$ cat config.mk
export PLATFORM = sky130hd
export DESIGN_NAME = instr_fetch_unit
export DESIGN_NICKNAME = d
export VERILOG_FILES = /design/src/rtl/ctrl_pkg.sv /design/src/rtl/jump_lut.sv /design/src/rtl/instr_fetch_unit.sv
export SDC_FILE = /design/constraint.sdc
export NUM_CORES = 1
export LEC_CHECK = 0
export CAP_MARGIN = 0
export CELL_PAD_IN_SITES_DETAIL_PLACEMENT = 1
export CELL_PAD_IN_SITES_GLOBAL_PLACEMENT = 1
export CORE_ASPECT_RATIO = 0.7
export CORE_MARGIN = 5
export CORE_UTILIZATION = 34
export CTS_BUF_LIST = sky130_fd_sc_hd__clkbuf_4 sky130_fd_sc_hd__clkbuf_8
export DETAILED_ROUTE_END_ITERATION = 12
export PLACE_DENSITY_LB_ADDON = 0.25
export SLEW_MARGIN = 20
export SYNTH_ARGS = -nofsm -noshare
export SYNTH_HDL_FRONTEND = slang
export SYNTH_SLANG_ARGS = --single-unit
$ cat constraint.sdc
create_clock -name clock_i -period 1.8 [get_ports clock_i]
set_input_delay 0.18 -clock clock_i [delete_from_list [all_inputs] [get_ports clock_i]]
set_output_delay 0.18 -clock clock_i [all_outputs]
set_load 0.03 [all_outputs]
$ cat src/rtl/ctrl_pkg.sv
// Definitions shared by the fetch unit and the control unit: opcodes,
// special ops, fetch-state encoding and the constant jump-target table.
package ctrl_pkg;

  localparam int OPC_W      = 4;
  localparam int SPC_W      = 3;
  localparam int INSTR_W    = 9;
  localparam int JLUT_IDX_W = 5;
  localparam int JLUT_W     = 16;
  localparam int JLUT_SLOTS = 1 << JLUT_IDX_W;

  localparam logic [OPC_W-1:0] OP_NOP     = 4'h0;
  localparam logic [OPC_W-1:0] OP_LOAD    = 4'h1;
  localparam logic [OPC_W-1:0] OP_STORE   = 4'h2;
  localparam logic [OPC_W-1:0] OP_ADD     = 4'h3;
  localparam logic [OPC_W-1:0] OP_SUB     = 4'h4;
  localparam logic [OPC_W-1:0] OP_AND     = 4'h5;
  localparam logic [OPC_W-1:0] OP_OR      = 4'h6;
  localparam logic [OPC_W-1:0] OP_XOR     = 4'h7;
  localparam logic [OPC_W-1:0] OP_SHIFT   = 4'h8;
  localparam logic [OPC_W-1:0] OP_CMP     = 4'h9;
  localparam logic [OPC_W-1:0] OP_BRANCH  = 4'hA;
  localparam logic [OPC_W-1:0] OP_JMP     = 4'hB;
  localparam logic [OPC_W-1:0] OP_SPECIAL = 4'hF;

  localparam logic [SPC_W-1:0] SP_NOP   = 3'd0;
  localparam logic [SPC_W-1:0] SP_CLRF  = 3'd1;
  localparam logic [SPC_W-1:0] SP_SETF  = 3'd2;
  localparam logic [SPC_W-1:0] SP_HALT  = 3'd7;

  typedef enum logic [1:0] {
    ST_IDLE = 2'd0,
    ST_RUN  = 2'd1,
    ST_HALT = 2'd2
  } fetch_state_e;

  // Jump targets; unlisted slots point at a 16-word stride so stray jumps are recognisable.
  function automatic logic [JLUT_W-1:0] jlut_init(input logic [JLUT_IDX_W-1:0] idx);
    logic [JLUT_W-1:0] tgt;
    case (idx)
      5'd0:    tgt = 16'h0000;
      5'd1:    tgt = 16'h0010;
      5'd2:    tgt = 16'h0020;
      5'd3:    tgt = 16'h0040;
      5'd4:    tgt = 16'h0100;
      5'd5:    tgt = 16'h0080;
      5'd6:    tgt = 16'h00C0;
      5'd7:    tgt = 16'h0200;
      5'd8:    tgt = 16'h03F0;
      default: tgt = {7'd0, idx, 4'd0};
    endcase
    return tgt;
  endfunction

endpackage

$ cat src/rtl/jump_lut.sv
// Combinational jump-target lookup; slots at or beyond DEPTH read as zero.
module jump_lut
  import ctrl_pkg::*;
#(
  parameter int PC_W  = 10,
  parameter int DEPTH = 32
) (
  input  logic [JLUT_IDX_W-1:0] index_i,
  output logic [PC_W-1:0]       target_o
);

  logic [JLUT_W-1:0] entry [JLUT_SLOTS];

  for (genvar gi = 0; gi < JLUT_SLOTS; gi++) begin : g_entry
    if (gi < DEPTH) begin : g_used
      assign entry[gi] = jlut_init(JLUT_IDX_W'(gi));
    end else begin : g_unused
      assign entry[gi] = '0;
    end
  end

  assign target_o = PC_W'(entry[index_i]);

endmodule

$ cat src/rtl/instr_fetch_unit.sv
// Instruction-fetch front end: program counter, redirect handling,
// run/halt sequencing and retired-instruction counting.
module instr_fetch_unit
  import ctrl_pkg::*;
#(
  parameter int PC_W       = 10,
  parameter int CNT_W      = 16,
  parameter int JLUT_DEPTH = 32
) (
  input  logic                  clock_i,
  input  logic                  reset_i,
  input  logic                  start_i,
  output logic [PC_W-1:0]       imem_addr_o,
  input  logic [INSTR_W-1:0]    imem_data_i,
  output logic [INSTR_W-1:0]    instruction_o,
  output logic                  instr_valid_o,
  output logic [PC_W-1:0]       issued_pc_o,
  input  logic                  branch_i,
  input  logic                  cond_true_i,
  input  logic [4:0]            branch_offset_i,
  input  logic                  jmp_ctrl_i,
  input  logic [JLUT_IDX_W-1:0] jmp_index_i,
  input  logic                  done_ctrl_i,
  output logic                  halted_o,
  output logic [CNT_W-1:0]      retired_o
);

  fetch_state_e         state_q, state_d;
  logic [PC_W-1:0]      pc_q, pc_d;
  logic [INSTR_W-1:0]   instr_q, instr_d;
  logic                 valid_q, valid_d;
  logic [PC_W-1:0]      issued_pc_q, issued_pc_d;
  logic                 halted_q, halted_d;
  logic [CNT_W-1:0]     retired_q, retired_d;

  logic [PC_W-1:0]      jump_target;
  logic [PC_W-1:0]      offset_ext;
  logic [PC_W-1:0]      branch_target;
  logic                 take_jump;
  logic                 take_branch;

  jump_lut #(
    .PC_W  (PC_W),
    .DEPTH (JLUT_DEPTH)
  ) u_jump_lut (
    .index_i  (jmp_index_i),
    .target_o (jump_target)
  );

  assign offset_ext    = PC_W'($signed(branch_offset_i));
  assign branch_target = issued_pc_q + offset_ext;

  // Redirects are only meaningful while a real instruction sits on the output.
  assign take_jump   = valid_q && jmp_ctrl_i;
  assign take_branch = valid_q && branch_i && cond_true_i;

  always_comb begin
    state_d     = state_q;
    pc_d        = pc_q;
    instr_d     = instr_q;
    valid_d     = valid_q;
    issued_pc_d = issued_pc_q;
    halted_d    = halted_q;
    retired_d   = retired_q;

    unique case (state_q)
      ST_IDLE: begin
        if (start_i) begin
          pc_d    = '0;
          state_d = ST_RUN;
        end
      end

      ST_RUN: begin
        if (valid_q && done_ctrl_i) begin
          state_d  = ST_HALT;
          valid_d  = 1'b0;
          halted_d = 1'b1;
        end else begin
          issued_pc_d = pc_q;
          if (take_jump || take_branch) begin
            pc_d    = take_jump ? jump_target : branch_target;
            instr_d = '0;
            valid_d = 1'b0;
          end else begin
            pc_d    = pc_q + PC_W'(1);
            instr_d = imem_data_i;
            valid_d = 1'b1;
            if (retired_q != '1) begin
              retired_d = retired_q + CNT_W'(1);
            end
          end
        end
      end

      ST_HALT: begin
        if (start_i) begin
          halted_d  = 1'b0;
          pc_d      = '0;
          retired_d = '0;
          state_d   = ST_RUN;
        end
      end

      default: begin
        state_d = ST_IDLE;
      end
    endcase
  end

  always_ff @(posedge clock_i or posedge reset_i) begin
    if (reset_i) begin
      state_q     <= ST_IDLE;
      pc_q        <= '0;
      instr_q     <= '0;
      valid_q     <= 1'b0;
      issued_pc_q <= '0;
      halted_q    <= 1'b0;
      retired_q   <= '0;
    end else begin
      state_q     <= state_d;
      pc_q        <= pc_d;
      instr_q     <= instr_d;
      valid_q     <= valid_d;
      issued_pc_q <= issued_pc_d;
      halted_q    <= halted_d;
      retired_q   <= retired_d;
    end
  end

  assign imem_addr_o   = pc_q;
  assign instruction_o = instr_q;
  assign instr_valid_o = valid_q;
  assign issued_pc_o   = issued_pc_q;
  assign halted_o      = halted_q;
  assign retired_o     = retired_q;

endmodule

---- Word-level counts from Yosys, hierarchy flattened ----
Memories as Yosys holds them, arrays and structs flattened.
Index checks and enable logic that the tools add are counted.
Widths: inputs -> output; s select.
cells by class
  shifts and indexed selects .............. 0
  equality and inequality tests ........... 9
  div/mod/pow operators ................... 0
  magnitude comparators ................... 1
  reductions and logical operators ........ 14
  $add $sub $neg .......................... 3
  bitwise logic cells ..................... 2
  multipliers ............................. 0
  mux-type cells .......................... 21
operators with widths
  kind                   count
  $mux 16                4
  $mux 10                6
  $pmux 16 s2            1
  $pmux 10 s2            1
  $add 16x1->16 const B  1
  $ne 16x16->1 const B   1
  $add 10x1->10 const B  1
  $add 10x10->10         1
  $ne 2x2->1 const B     5
  $mux 9                 1
  $ge 6x6->1 const B     1
  $not 5->6              1
  $reduce_and 3->1       2
  $reduce_and 5->1       1
  $logic_and 1x1->1      4
  $mux 1                 4
  $mux 2                 2
  $pmux 2 s2             1
  $reduce_and 2->1       2
  $reduce_bool 2->1      2
  $eq 2x1->1 const B     1
  $eq 2x2->1 const B     1
  $logic_not 2->1        1
  $ne 2x1->1 const B     1
  4 further kinds        4
word-level totals
  register bits ........................... 49
  bits in writable memories ............... 0
  output and inout port bits .............. 47
  input bits .............................. 26
  memories ................................ 1
  logic and storage cells ................. 58
  bits in read-only memories .............. 512
  bits in latches ......................... 0
memories
  name             depth  width  rd ports  clocked after Yosys merged registers in  wr ports  RTL line        RTL
  (no name shown)  32     16     1         0                                        0         jump_lut.sv:22  assign target_o = PC_W'(entry[index_i]);

---- Logic depth before layout (Yosys ltp) ----
Gate-level depths: netlist (run 1).
  word-level depth ........................ 8
  depth in mapped cells ................... 8

---- Cells and area by module ----
From an unflattened synthesis (run 1), not the netlist that was laid out.
second synthesis, totals
  cell total of the unflattened synthesis .. 369
  area, all modules ....................... 3,099.2 um2
by module, submodules not included
  module            area an instance (um2)  times used  cells each  seq. area each (um2)
  instr_fetch_unit  2,842.7                 1           334         1,226.2
  jump_lut          256.5                   1           35          0.0

---- Least setup slack after synthesis (run 1) ----
No wires, ideal clock.
  kind .................................... register to register
  start point ............................. reg issued_pc_q[0] (netlist: issued_pc_o[0])
  end point ............................... reg pc_q[8] (netlist: imem_addr_o[8])
  data arrival time ....................... 2,003 ps
  period minus slack after synthesis ...... 2,129 ps
  required time ........................... 1,674 ps
  slack ................................... -329 ps
  stages on the path, launching flop included .. 9
  cell sequence ........................... dfrtp_1 > ha_1 > inv_1 > fa_1 > nor2b_1 > o31a_1 > o22ai_1 > mux2i_1 > a311o_1
on the way
  cells in the longest elaborated chain, start to end .. 5
RTL lines
  element                   RTL line                 RTL
  start: declaration        instr_fetch_unit.sv:32   logic [PC_W-1:0] issued_pc_q, issued_pc_d;
  start signal: assignment  instr_fetch_unit.sv:125  issued_pc_q <= issued_pc_d;
  $add 10x10->10            instr_fetch_unit.sv:51   assign branch_target = issued_pc_q + offset_ext;
  $mux 10                   instr_fetch_unit.sv:82   pc_d = take_jump ? jump_target : branch_target;
  $mux 10                   instr_fetch_unit.sv:81   if (take_jump || take_branch) begin
  $mux 10                   instr_fetch_unit.sv:75   if (valid_q && done_ctrl_i) begin
  $pmux 10 s2               instr_fetch_unit.sv:66   unique case (state_q)
  end signal: assignment    instr_fetch_unit.sv:122  pc_q <= pc_d;
  end: declaration          instr_fetch_unit.sv:29   logic [PC_W-1:0] pc_q, pc_d;
No other way between the ends. The select of a mux whose other input is x is not followed.
A chain may end at the register's enable or synchronous reset.

---- Final worst setup path (run 1) ----
  start point ............................. reg issued_pc_q[0] (netlist: issued_pc_o[0])
  end point ............................... reg pc_q[6] (netlist: imem_addr_o[6])
Same word-level chain as after synthesis.

==> results.md, run 1 <==
* Outcome: finished, violations left
* Failing checks: setup timing
* Diodes inserted at 0
* Initial core utilization at 34.6%
* Primary flip-flop cell chosen by synthesis mapping: sky130_fd_sc_hd__dfrtp_1
* Class of the tightest hold or removal check: in2async
* Total wirelength of the detailed-routed design at 11.2 mm
* Static leakage at 2.14 nW
* Die height at 89.9 um
* Post-Synthesis Mean Instance Area at 8.45 um2
* Kind of start point of the critical path: flop
* Actual transition at the worst max-transition pin at 0.370 ns
* Count of endpoints failing setup in the final report at 4
* Net count after synthesis at 411
* Yosys reg bits at 49
* Maximum vdd drop at 0.593 mV
* Rel. slew slack at 75.2%
* Number of nets with antenna violations after detailed routing at 0
* Nets at 548
* Vias in the first global route at 3,474
* Clock period minus final worst setup slack at 1.93 ns
* Number of warnings reported in the yosys synthesis log at 0
* Detailed placement HPWL at 8.66 mm
* Cell Area, Placed at 4530 um2
* Average detailed-routed wire length per instance at 17.8 um
* Number of flops mapped to enable cells by yosys at 0
* Share of cells above drive strength 1 at 24.2%
* Gate count after technology mapping at 367
* Clock Pin Slew Worst Setup and Hold Paths at 0.10 ns
* Maximum fanout encountered on the critical timing path at 3
* Clock latency at the later pin of the worst-skew pair at 0.32 ns
* Fmax at 0.517 GHz
* Vias at 3,372
* Post-Route Skew at 0.0126 ns
* Post-route cell area at 4740 um2
* Number of buffers added by the clock tree synthesis step at 5
* Adder-cell share of the synthesized area at 7.51%
* Cell row count at 29
* Root buffer cell: sky130_fd_sc_hd__clkbuf_8
* Final-layout setup total negative slack at -0.436 ns
* Global-route usage over all layers at 20.6%
* Setup repair after global routing missed its margin: true
* Required time at the endpoint of the critical path at 2.02 ns
* Final worst-path cycle share at 107%
* Library cells used by synthesis at 56
* Number of antenna violations at the first check in global routing at 0
* Via count normalized by instance count at 5.36
* Nature of the critical path endpoint: flop
* Power, Total at 6.87 mW
* Arrival time of data at the critical path endpoint at 2.15 ns
* Cell Pwr Density at 1450 nW/um2
* Number of buffers on the longest clock path at 2
* Final Worst Setup Slack at -0.134 ns
* Floorplan die area at 11,200 um2
* Post-synthesis simple-gate area fraction at 26.2%
* Combinational family with the most area after synthesis: simple AND/OR/NAND/NOR gates
* Share of synthesized flip-flops with an asynchronous set or reset at 100%
* Synthesized-area fraction occupied by ao, oa, aoi and oai cells at 19.0%
* Wire length of the first global-routing pass at 18.2 mm
* Remaining Overflow, GRT at 0
* Area growth from synthesis to layout at 52.8%
* 1st-iter DRT viols at 215
* Count of max-cap constraint violations at 0
* Highest-count cells in the layout ignoring fill and taps: sky130_fd_sc_hd__nand2_1 (75), sky130_fd_sc_hd__buf_4 (71), sky130_fd_sc_hd__clkdlybuf4s50_1 (70)
* Boundary Pins at 73
* Fin. max-slew vios at 0
* Final routed DRC violation total at 0
* Area of the mapped netlist at 3100 um2
* Num Clock Sinks at 49
* Pin count of the biggest net entering global routing at 50
* 1st-pass router iterations at 4
* Die boundary width at 124 um
* Final Wtd Congestion at 0.857
* Area share of xor/xnor cells in the synthesized design at 2.82%
* CTS tree: yes
* CORE AREA at 8960 um2
* Maximum level of the CTS H-tree at 2
* Endpoints failing hold at 0
* Sequential share of the synthesized area at 39.5%
* # hold bufs at CTS at 0
* Type of the worst setup path: reg2reg
* IO Port Bufs at 72
* Pre-CTS worst setup slack at -0.508 ns
* Commonest non-fill, non-tap cell in the layout: sky130_fd_sc_hd__nand2_1
* Mux share of post-synthesis cell area at 0.969%
## per-layer routing
layer / vias to the layer above / share of wire [%] / track usage [%] / wire (um)
met3: 7 / 7.2 / 6.27 / 806
met2: 104 / 44 / 30.5 / 4880
li1: 1588 / - / - / -
met1: 1673 / 48 / 29.4 / 5400
met5: - / 0 / 0 / 0
met4: 0 / 0.76 / 4.74 / 85
## critical path: stages (launching register included)
cell,delay (ns)
sky130_fd_sc_hd__dfrtp_2,0.43
sky130_fd_sc_hd__ha_4,0.17
sky130_fd_sc_hd__inv_2,0.05
sky130_fd_sc_hd__fa_2,0.20
sky130_fd_sc_hd__nor2b_2,0.05
sky130_fd_sc_hd__o31a_1,0.34
sky130_fd_sc_hd__o21a_1,0.22
sky130_fd_sc_hd__o21a_1,0.18
sky130_fd_sc_hd__o41ai_2,0.20
## synth_stat cells (2+ instances only)
cell type,number,share of area (%)
sky130_fd_sc_hd__a211oi_1,5,1.2
sky130_fd_sc_hd__a21o_1,6,1.5
sky130_fd_sc_hd__a21oi_1,18,2.9
sky130_fd_sc_hd__a31oi_1,5,1.0
sky130_fd_sc_hd__and2_1,2,0.40
sky130_fd_sc_hd__and3_1,6,1.2
sky130_fd_sc_hd__buf_2,2,0.32
sky130_fd_sc_hd__buf_6,2,0.73
sky130_fd_sc_hd__clkbuf_1,10,1.2
sky130_fd_sc_hd__dfrtp_1,49,40
sky130_fd_sc_hd__ha_1,17,6.9
sky130_fd_sc_hd__inv_1,13,1.6
sky130_fd_sc_hd__mux2i_1,3,0.97
sky130_fd_sc_hd__nand2_1,75,9.1
sky130_fd_sc_hd__nand3_1,26,4.2
sky130_fd_sc_hd__nand3b_1,2,0.48
sky130_fd_sc_hd__nand4_1,4,0.81
sky130_fd_sc_hd__nor2_1,19,2.3
sky130_fd_sc_hd__nor2b_1,5,1.0
sky130_fd_sc_hd__nor3_1,11,1.8
sky130_fd_sc_hd__nor4_1,8,1.6
sky130_fd_sc_hd__o211ai_1,3,0.73
sky130_fd_sc_hd__o21a_1,7,1.7
sky130_fd_sc_hd__o21ai_0,26,4.2
sky130_fd_sc_hd__o21bai_1,2,0.48
sky130_fd_sc_hd__o31ai_1,2,0.48
sky130_fd_sc_hd__or3_1,2,0.40
sky130_fd_sc_hd__xnor2_1,8,2.3
sky130_fd_sc_hd__xor2_1,2,0.57
## repair_timing
| action | CTS | global route |
|---|---|---|
| gates resized for setup | 10 | 15 |
| pin swaps | 1 | 4 |
| buffers inserted | 0 | 1 |
| endpoints found under the setup margin | 7 | 12 |
## report_power, final
group	total [mW]	internal [mW]	switching, mW
Clock	0.837	0.429	0.409
Sequential	1.77	1.45	0.317
Combinational	4.26	1.84	2.42
Total	6.87	3.72	3.15
## metrics by stage
stage	hold slack, ns	std cells	utilization [%]
after global placement	0.449	620	50.5
after global routing	0.235	629	52.9
after CTS	0.223	628	52.1
after detailed placement	0.456	620	50.5
final	0.221	629	52.9
after floorplan	0.287	367	-
## cells by family after synthesis
kind of cell	after synthesis
and+or+nand+nor	170
xor gates and xnor gates	10
DFF	49
muxes	3
buffers and inverters	28
adders and majority gates	18
AOI/OAI and AO/OA	89
## sequential cells by signal, summed over array words and instances, names as in the netlist
signal,cells
imem_addr_o,10
issued_pc_o,10
instruction_o,9
retired_o,16
state_q,2
instr_valid_o,1
halted_o,1
## final timing paths
path | from | slack (ns) | cells after the start | end
min | reset_i | 0.22 | 3 | retired_o[13]$_DFFE_PP0P_
max in group asynchronous | reset_i | 1.33 | 3 | issued_pc_o[1]$_DFFE_PP0P_
max | issued_pc_o[0]$_DFFE_PP0P_ | -0.13 | 8 | imem_addr_o[6]$_DFFE_PP0P_
max reg2reg | issued_pc_o[0]$_DFFE_PP0P_ | -0.13 | 8 | imem_addr_o[6]$_DFFE_PP0P_
min in group clock_i | imem_data_i[5] | 0.40 | 3 | instruction_o[5]$_DFFE_PP0P_
min reg2reg | instruction_o[1]$_DFFE_PP0P_ | 0.47 | 2 | instruction_o[1]$_DFFE_PP0P_
## layout make-up
type                            instances  area [um2]
Sequential cell                        49        1240
Multi-Input combinational cell        290        1890
Clock inverter                          2        35.0
Fill cell                            1083        4220
Inverter                               13        48.8
Tap cell                              124         155
Clock buffer                            6        76.3
Timing Repair Buffer                  145        1290
No activity file was read; power rests on OpenSTA's default activity.
==> run 2, diff against run 1 <==
CORE_UTILIZATION = 38   (was 34)
CTS_BUF_LIST = sky130_fd_sc_hd__clkbuf_8   (was sky130_fd_sc_hd__clkbuf_4 sky130_fd_sc_hd__clkbuf_8)
clock period = 1.9 ns   (was 1.8 ns; I/O delays follow)
==> run 2 against run 1 <==
Net effect:
- setup slack improved by 0.10 ns
- largest cell class unchanged
- global-route usage increased by 1.1 points
- clock power decreased by 2%
- total power decreased by 6.9%
- non-clock buffer count decreased by 17
- critical path depth unchanged
- the run still ends with setup timing left
==> results.md, run 2 (synthesized netlist as in run 1, its figures left out) <==
* Failing checks: setup timing
* IO Port Bufs at 72
* Global routing met1 resource utilization at 29.4%
* Root buffer cell: sky130_fd_sc_hd__clkbuf_8
* Die boundary width at 118 um
* Maximum fanout encountered on the critical timing path at 3
* Num Clock Sinks at 49
* Switch Pwr at 2.98 mW
* Commonest non-fill, non-tap cell in the layout: sky130_fd_sc_hd__nand2_1
* CTS tree: yes
* CP dominant cell by count: sky130_fd_sc_hd__o21a_1
* Diodes inserted at 0
* CP max-delay cell: sky130_fd_sc_hd__dfrtp_2
* Final Wtd Congestion at 0.861
* Final worst-path cycle share at 102%
* 1st-pass router iterations at 4
* Clock latency at the later pin of the worst-skew pair at 0.31 ns
* Number of buffers on the longest clock path at 2
* Maximum vdd drop at 0.757 mV
* Initial core utilization at 39.2%
* Count of buffer and inverter cells on the critical path at 1
* Outcome: finished, violations left
* Highest-count cells in the layout ignoring fill and taps: sky130_fd_sc_hd__nand2_1 (75), sky130_fd_sc_hd__clkdlybuf4s50_1 (71), sky130_fd_sc_hd__buf_4 (55)
* Kind of start point of the critical path: flop
* Logic gate share of total power at 60.3%
* Max FFs per register at 16
* Final routed DRC violation total at 0
* Boundary Pins at 73
* Nature of the critical path endpoint: flop
* Rel. slew slack at 72.6%
* Fmax at 0.517 GHz
* Post-Route Skew at 0.00442 ns
* Busiest layer in global routing: met2
* Cell family with the largest share of critical-path delay: compound AO/OA/AOI/OAI gates
* Detailed placement HPWL at 8.16 mm
* Cell Pwr Density at 1410 nW/um2
* Static leakage at 2.05 nW
* Clock Pin Slew Worst Setup and Hold Paths at 0.10 ns
* Fin. max-slew vios at 0
* Actual transition at the worst max-transition pin at 0.405 ns
* Average detailed-routed wire length per instance at 18.3 um
* Sw frac at 46.6%
* Share of cells above drive strength 1 at 18.4%
* Setup repair after global routing missed its margin: true
* Number of buffers added by the clock tree synthesis step at 5
* Maximum level of the CTS H-tree at 2
* Pin count of the biggest net entering global routing at 50
* Wire length of the first global-routing pass at 18.0 mm
* Type of the worst setup path: reg2reg
* Design internal power at 3.42 mW
* Nets at 531
* Vias at 3,295
* Met3 Use GR at 5.21%
* Cell Area, Placed at 4330 um2
* Clock period minus final worst setup slack at 1.93 ns
* Reg power frac at 26.8%
* Floorplan die area at 10,100 um2
* Global-route track usage on met2 at 35.2%
* Number of nets with antenna violations after detailed routing at 0
* Via count normalized by instance count at 5.59
* CORE AREA at 7910 um2
* Number of antenna violations at the first check in global routing at 0
* Cell row count at 27
* Area growth from synthesis to layout at 46.7%
* # hold bufs at CTS at 0
* Clock power share at 12.9%
* Count of endpoints failing setup in the final report at 1
* Total wirelength of the detailed-routed design at 10.8 mm
* Critical Path, Cell by Cell: ha_4 > inv_2 > fa_2 > nor2b_2 > o31a_1 > o21a_1 > o21a_1 > o41ai_2
* Post-route cell area at 4550 um2
* Die height at 85.6 um
* Arrival time of data at the critical path endpoint at 2.15 ns
* Worst path max stage delay at 0.43 ns
* Global-route usage over all layers at 21.7%
* Remaining Overflow, GRT at 0
* Final-layout setup total negative slack at -0.0324 ns
* Count of max-cap constraint violations at 0
* 1st-iter DRT viols at 171
* Vias in the first global route at 3,558
* Endpoints failing hold at 0
* Required time at the endpoint of the critical path at 2.12 ns
* Class of the tightest hold or removal check: in2async
* Final Worst Setup Slack at -0.0324 ns
run 2: cell count changes in the layout (fill, tap and decap cells not counted), moves of 4 or more:
cell	previous run	this run
sky130_fd_sc_hd__buf_4	71	55
sky130_fd_sc_hd__dfrtp_1	40	46
sky130_fd_sc_hd__dfrtp_2	9	3
sky130_fd_sc_hd__a21oi_1	14	18
sky130_fd_sc_hd__a21oi_2	4	0
run 2: per-stage QoR:
step / std cells / power (mW) / worst slack (ns) / util, % / hold slack (ns)
6_report: 589 / 6.40 / -0.0324 / 57.5 / 0.219
5_1_grt: 589 / 6.83 / -0.125 / 57.5 / 0.253
4_1_cts: 587 / 6.30 / 0.00244 / 56.6 / 0.236
3_5_place_dp: 578 / 5.41 / -0.395 / 54.7 / 0.464
3_3_place_gp: 578 / 5.26 / -0.338 / 54.7 / 0.449
2_1_floorplan: 367 / 3.75 / -0.0588 / - / 0.297
run 2: area by class of cell:
class / instances / area [um2]
fillers: 971 / 3360
multi-input cells: 290 / 1870
flip-flops and latches: 49 / 1230
repair buffers: 128 / 1160
well taps: 101 / 126
clock buffers: 6 / 82.6
inverters: 13 / 48.8
clock inverters: 2 / 37.5
run 2: layer usage:
layer	vias to the layer above	share of wire (%)
met2	103	45
met3	18	7.4
li1	1546	-
met4	0	1.7
met5	-	0
met1	1628	46
run 2: worst register-to-register path, stage by stage (launching register included):
cell and delay, ns:
sky130_fd_sc_hd__dfrtp_2 0.43, sky130_fd_sc_hd__ha_4 0.17, sky130_fd_sc_hd__inv_2 0.05, sky130_fd_sc_hd__fa_2 0.20
sky130_fd_sc_hd__nor2b_2 0.05, sky130_fd_sc_hd__o31a_1 0.35, sky130_fd_sc_hd__o21a_1 0.21, sky130_fd_sc_hd__o21a_1 0.18
sky130_fd_sc_hd__o41ai_2 0.20
run 2: timing repair:
action                     in CTS  in global routing
cloned                          0                  0
pin swaps                       1                  7
setup endpoints to repair       5                  7
buffers inserted                1                  2
gates resized for setup         5                 13
run 2: final timing paths:
check	end	cells past startpoint	start	slack, ns
max	imem_addr_o[6]$_DFFE_PP0P_	8	issued_pc_o[0]$_DFFE_PP0P_	-0.03
min	retired_o[3]$_DFFE_PP0P_	3	reset_i	0.22
max reg2reg	imem_addr_o[6]$_DFFE_PP0P_	8	issued_pc_o[0]$_DFFE_PP0P_	-0.03
min reg2reg	instruction_o[6]$_DFFE_PP0P_	2	instruction_o[6]$_DFFE_PP0P_	0.49
max in group asynchronous	issued_pc_o[0]$_DFFE_PP0P_	3	reset_i	1.40
min in group clock_i	instruction_o[0]$_DFFE_PP0P_	3	imem_data_i[0]	0.41
run 2: power groups by stage:
stage	logic, mW	registers (mW)	clock network, mW
floorplan	1.50	2.25	0
CTS	3.76	1.71	0.841
detailed placement	3.69	1.72	0
finish	3.86	1.72	0.823
global placement	3.56	1.70	0
global route	4.18	1.76	0.894
==> run 3, diff against run 2 <==
SETUP_SLACK_MARGIN = 0.4   (was not set)
==> run 3 against run 2 <==
Net effect:
- the flow still finishes with violations (setup timing)
- die area did not move
- clock power rose by 6.0%
- via count rose by 16%
- clock skew rose by 0.0074 ns
- combinational power rose by 23%
- non-clock buffer count rose by 42
- sequential share of layout area fell by 2.9 points
- critical path depth did not move
- core utilization rose by 8.3 points
- sequential power rose by 3%
- clock-buffer cell count did not move
- setup slack got worse by 0.024 ns
- highest routed layer unchanged
==> results.md, run 3 (synthesized netlist as in run 1, its figures left out) <==
* Outcome: finished, violations left
* Failing checks: setup timing
* Filler Cell Count at 892
* Clock power share at 11.8%
* Maximum level of the CTS H-tree at 2
* Num Clock Sinks at 49
* Critical R2R Capture: imem_addr_o[6]$_DFFE_PP0P_
* Vias at 3,817
* Cell Pwr Density at 1420 nW/um2
* Post-Route Skew at 0.0118 ns
* Diodes inserted at 0
* Number of antenna violations at the first check in global routing at 0
* Arrival time of data at the critical path endpoint at 2.18 ns
* Boundary Pins at 73
* Sw frac at 49.8%
* Rel. slew slack at 67.8%
* Number of buffers on the longest clock path at 2
* Number of buffers added by the clock tree synthesis step at 5
* Cell row count at 27
* Number of nets with antenna violations after detailed routing at 0
* Vias in the first global route at 3,724
* Count of endpoints failing setup in the final report at 4
* Wire length of the first global-routing pass at 19.4 mm
* Average detailed-routed wire length per instance at 24.9 um
* Pin count of the biggest net entering global routing at 50
* Slack of the worst reg-to-reg path at -0.06 ns
* Cell Count Post-Placement at 578
* Kind of start point of the critical path: flop
* Highest-count cells in the layout ignoring fill and taps: sky130_fd_sc_hd__buf_4 (80), sky130_fd_sc_hd__nand2_1 (70), sky130_fd_sc_hd__dlygate4sd2_1 (46)
* Initial core utilization at 39.2%
* Sequential cell area at 1260 um2
* Design internal power at 3.70 mW
* Filler-free cell count of the finished design at 631
* Nets at 573
* Logic gate share of total power at 64.2%
* Floorplan die area at 10,100 um2
* Static leakage at 2.46 nW
* Endpoints failing hold at 0
* Nature of the critical path endpoint: flop
* Remaining Overflow, GRT at 0
* Clock period minus final worst setup slack at 1.96 ns
* Actual transition at the worst max-transition pin at 0.480 ns
* CTS tree: yes
* Total wirelength of the detailed-routed design at 15.7 mm
* Clock Pin Slew Worst Setup and Hold Paths at 0.11 ns
* # hold bufs at CTS at 0
* 1st-pass router iterations at 5
* Share of cells above drive strength 1 at 37.2%
* Class of the tightest hold or removal check: in2async
* CORE AREA at 7910 um2
* Fmax at 0.511 GHz
* Max FFs per register at 16
* Maximum fanout encountered on the critical timing path at 3
* Commonest non-fill, non-tap cell in the layout: sky130_fd_sc_hd__buf_4
* Final Worst Setup Slack at -0.0563 ns
* Switch Pwr at 3.67 mW
* Type of the worst setup path: reg2reg
* Maximum vdd drop at 0.758 mV
* Final routed DRC violation total at 0
* Required time at the endpoint of the critical path at 2.12 ns
* Global-route usage over all layers at 23.7%
* Root buffer cell: sky130_fd_sc_hd__clkbuf_8
* Detailed placement HPWL at 8.21 mm
* Die height at 85.6 um
* Final Wtd Congestion at 0.847
* Pre-CTS worst setup slack at -0.344 ns
* Clock latency at the later pin of the worst-skew pair at 0.34 ns
* Die boundary width at 118 um
* Via count normalized by instance count at 6.05
* Count of max-cap constraint violations at 0
* Final worst-path cycle share at 103%
* 1st-iter DRT viols at 264
* Area growth from synthesis to layout at 67.8%
* Reg power frac at 24.0%
* Setup repair after global routing missed its margin: true
* Layout Utilization at 65.8%
* Total area of multi-input combinational cells at 2180 um2
* Worst reg-to-reg path cell count at 8
* IO Port Bufs at 72
* Origin of the critical flop-to-flop path: issued_pc_o[0]$_DFFE_PP0P_
* Fin. max-slew vios at 0
[run 3: timing repair]
action                                  4_1_cts  5_1_grt
pin swaps                                    26       26
gates resized for setup                      76       46
buffers inserted                             24       21
endpoints found under the setup margin       83       26
[run 3: worst max-delay path, stage by stage, from the launching register on]
cell,delay (ns)
sky130_fd_sc_hd__dfrtp_2,0.44
sky130_fd_sc_hd__ha_4,0.16
sky130_fd_sc_hd__inv_2,0.05
sky130_fd_sc_hd__fa_2,0.19
sky130_fd_sc_hd__nor2b_2,0.05
sky130_fd_sc_hd__o31a_1,0.32
sky130_fd_sc_hd__o21a_1,0.21
sky130_fd_sc_hd__nor3_1,0.29
sky130_fd_sc_hd__o41ai_2,0.12
[run 3: power by group through the flow]
stage / clock, mW / combinational [mW] / sequential (mW)
floorplan: 0 / 1.61 / 2.29
global placement: 0 / 3.63 / 1.75
detailed placement: 0 / 3.76 / 1.77
CTS: 0.834 / 4.00 / 1.74
global route: 0.906 / 4.99 / 1.80
finish: 0.872 / 4.73 / 1.77
[run 3: final cells by class]
| cell class | count | share of cell area [%] |
|---|---|---|
| multi-input combinational | 290 | 41.9 |
| clock inverter | 2 | 0.649 |
| timing repair buffer | 170 | 28.4 |
| sequential | 49 | 24.2 |
| tap | 101 | 2.43 |
| inverter | 13 | 0.938 |
| clock buffer | 6 | 1.59 |
[run 3: metrics by stage]
stage	hold slack, ns	setup TNS (ns)	cell area, um2	power [mW]
6_report	0.228	-0.130	5200	7.37
3_3_place_gp	0.448	-1.85	4470	5.38
4_1_cts	0.240	0	4860	6.57
2_1_floorplan	0.297	0	3300	3.90
3_5_place_dp	0.457	-2.89	4470	5.53
5_1_grt	0.254	-0.481	5200	7.69
[run 3: worst max path at each step]
stage	start	to	slack, ns	cells after the start
floorplan	issued_pc_o[0]$_DFFE_PP0P_	imem_addr_o[8]$_DFFE_PP0P_	0.001	8
global placement	branch_offset_i[0]	imem_addr_o[8]$_DFFE_PP0P_	-0.29	9
detailed placement	branch_offset_i[0]	imem_addr_o[6]$_DFFE_PP0P_	-0.34	9
CTS	issued_pc_o[0]$_DFFE_PP0P_	imem_addr_o[8]$_DFFE_PP0P_	0.02	8
global route	issued_pc_o[0]$_DFFE_PP0P_	imem_addr_o[6]$_DFFE_PP0P_	-0.14	8
finish	issued_pc_o[0]$_DFFE_PP0P_	imem_addr_o[6]$_DFFE_PP0P_	-0.06	8
[run 3: per-layer routing]
layer  up-vias  share of wire, %  track usage (%)
li1       1629                 -                -
met1      1947                40             31.5
met2       188                48             39.0
met3        53               7.1             6.13
met4         0               4.1             5.42
met5         -                 0                0
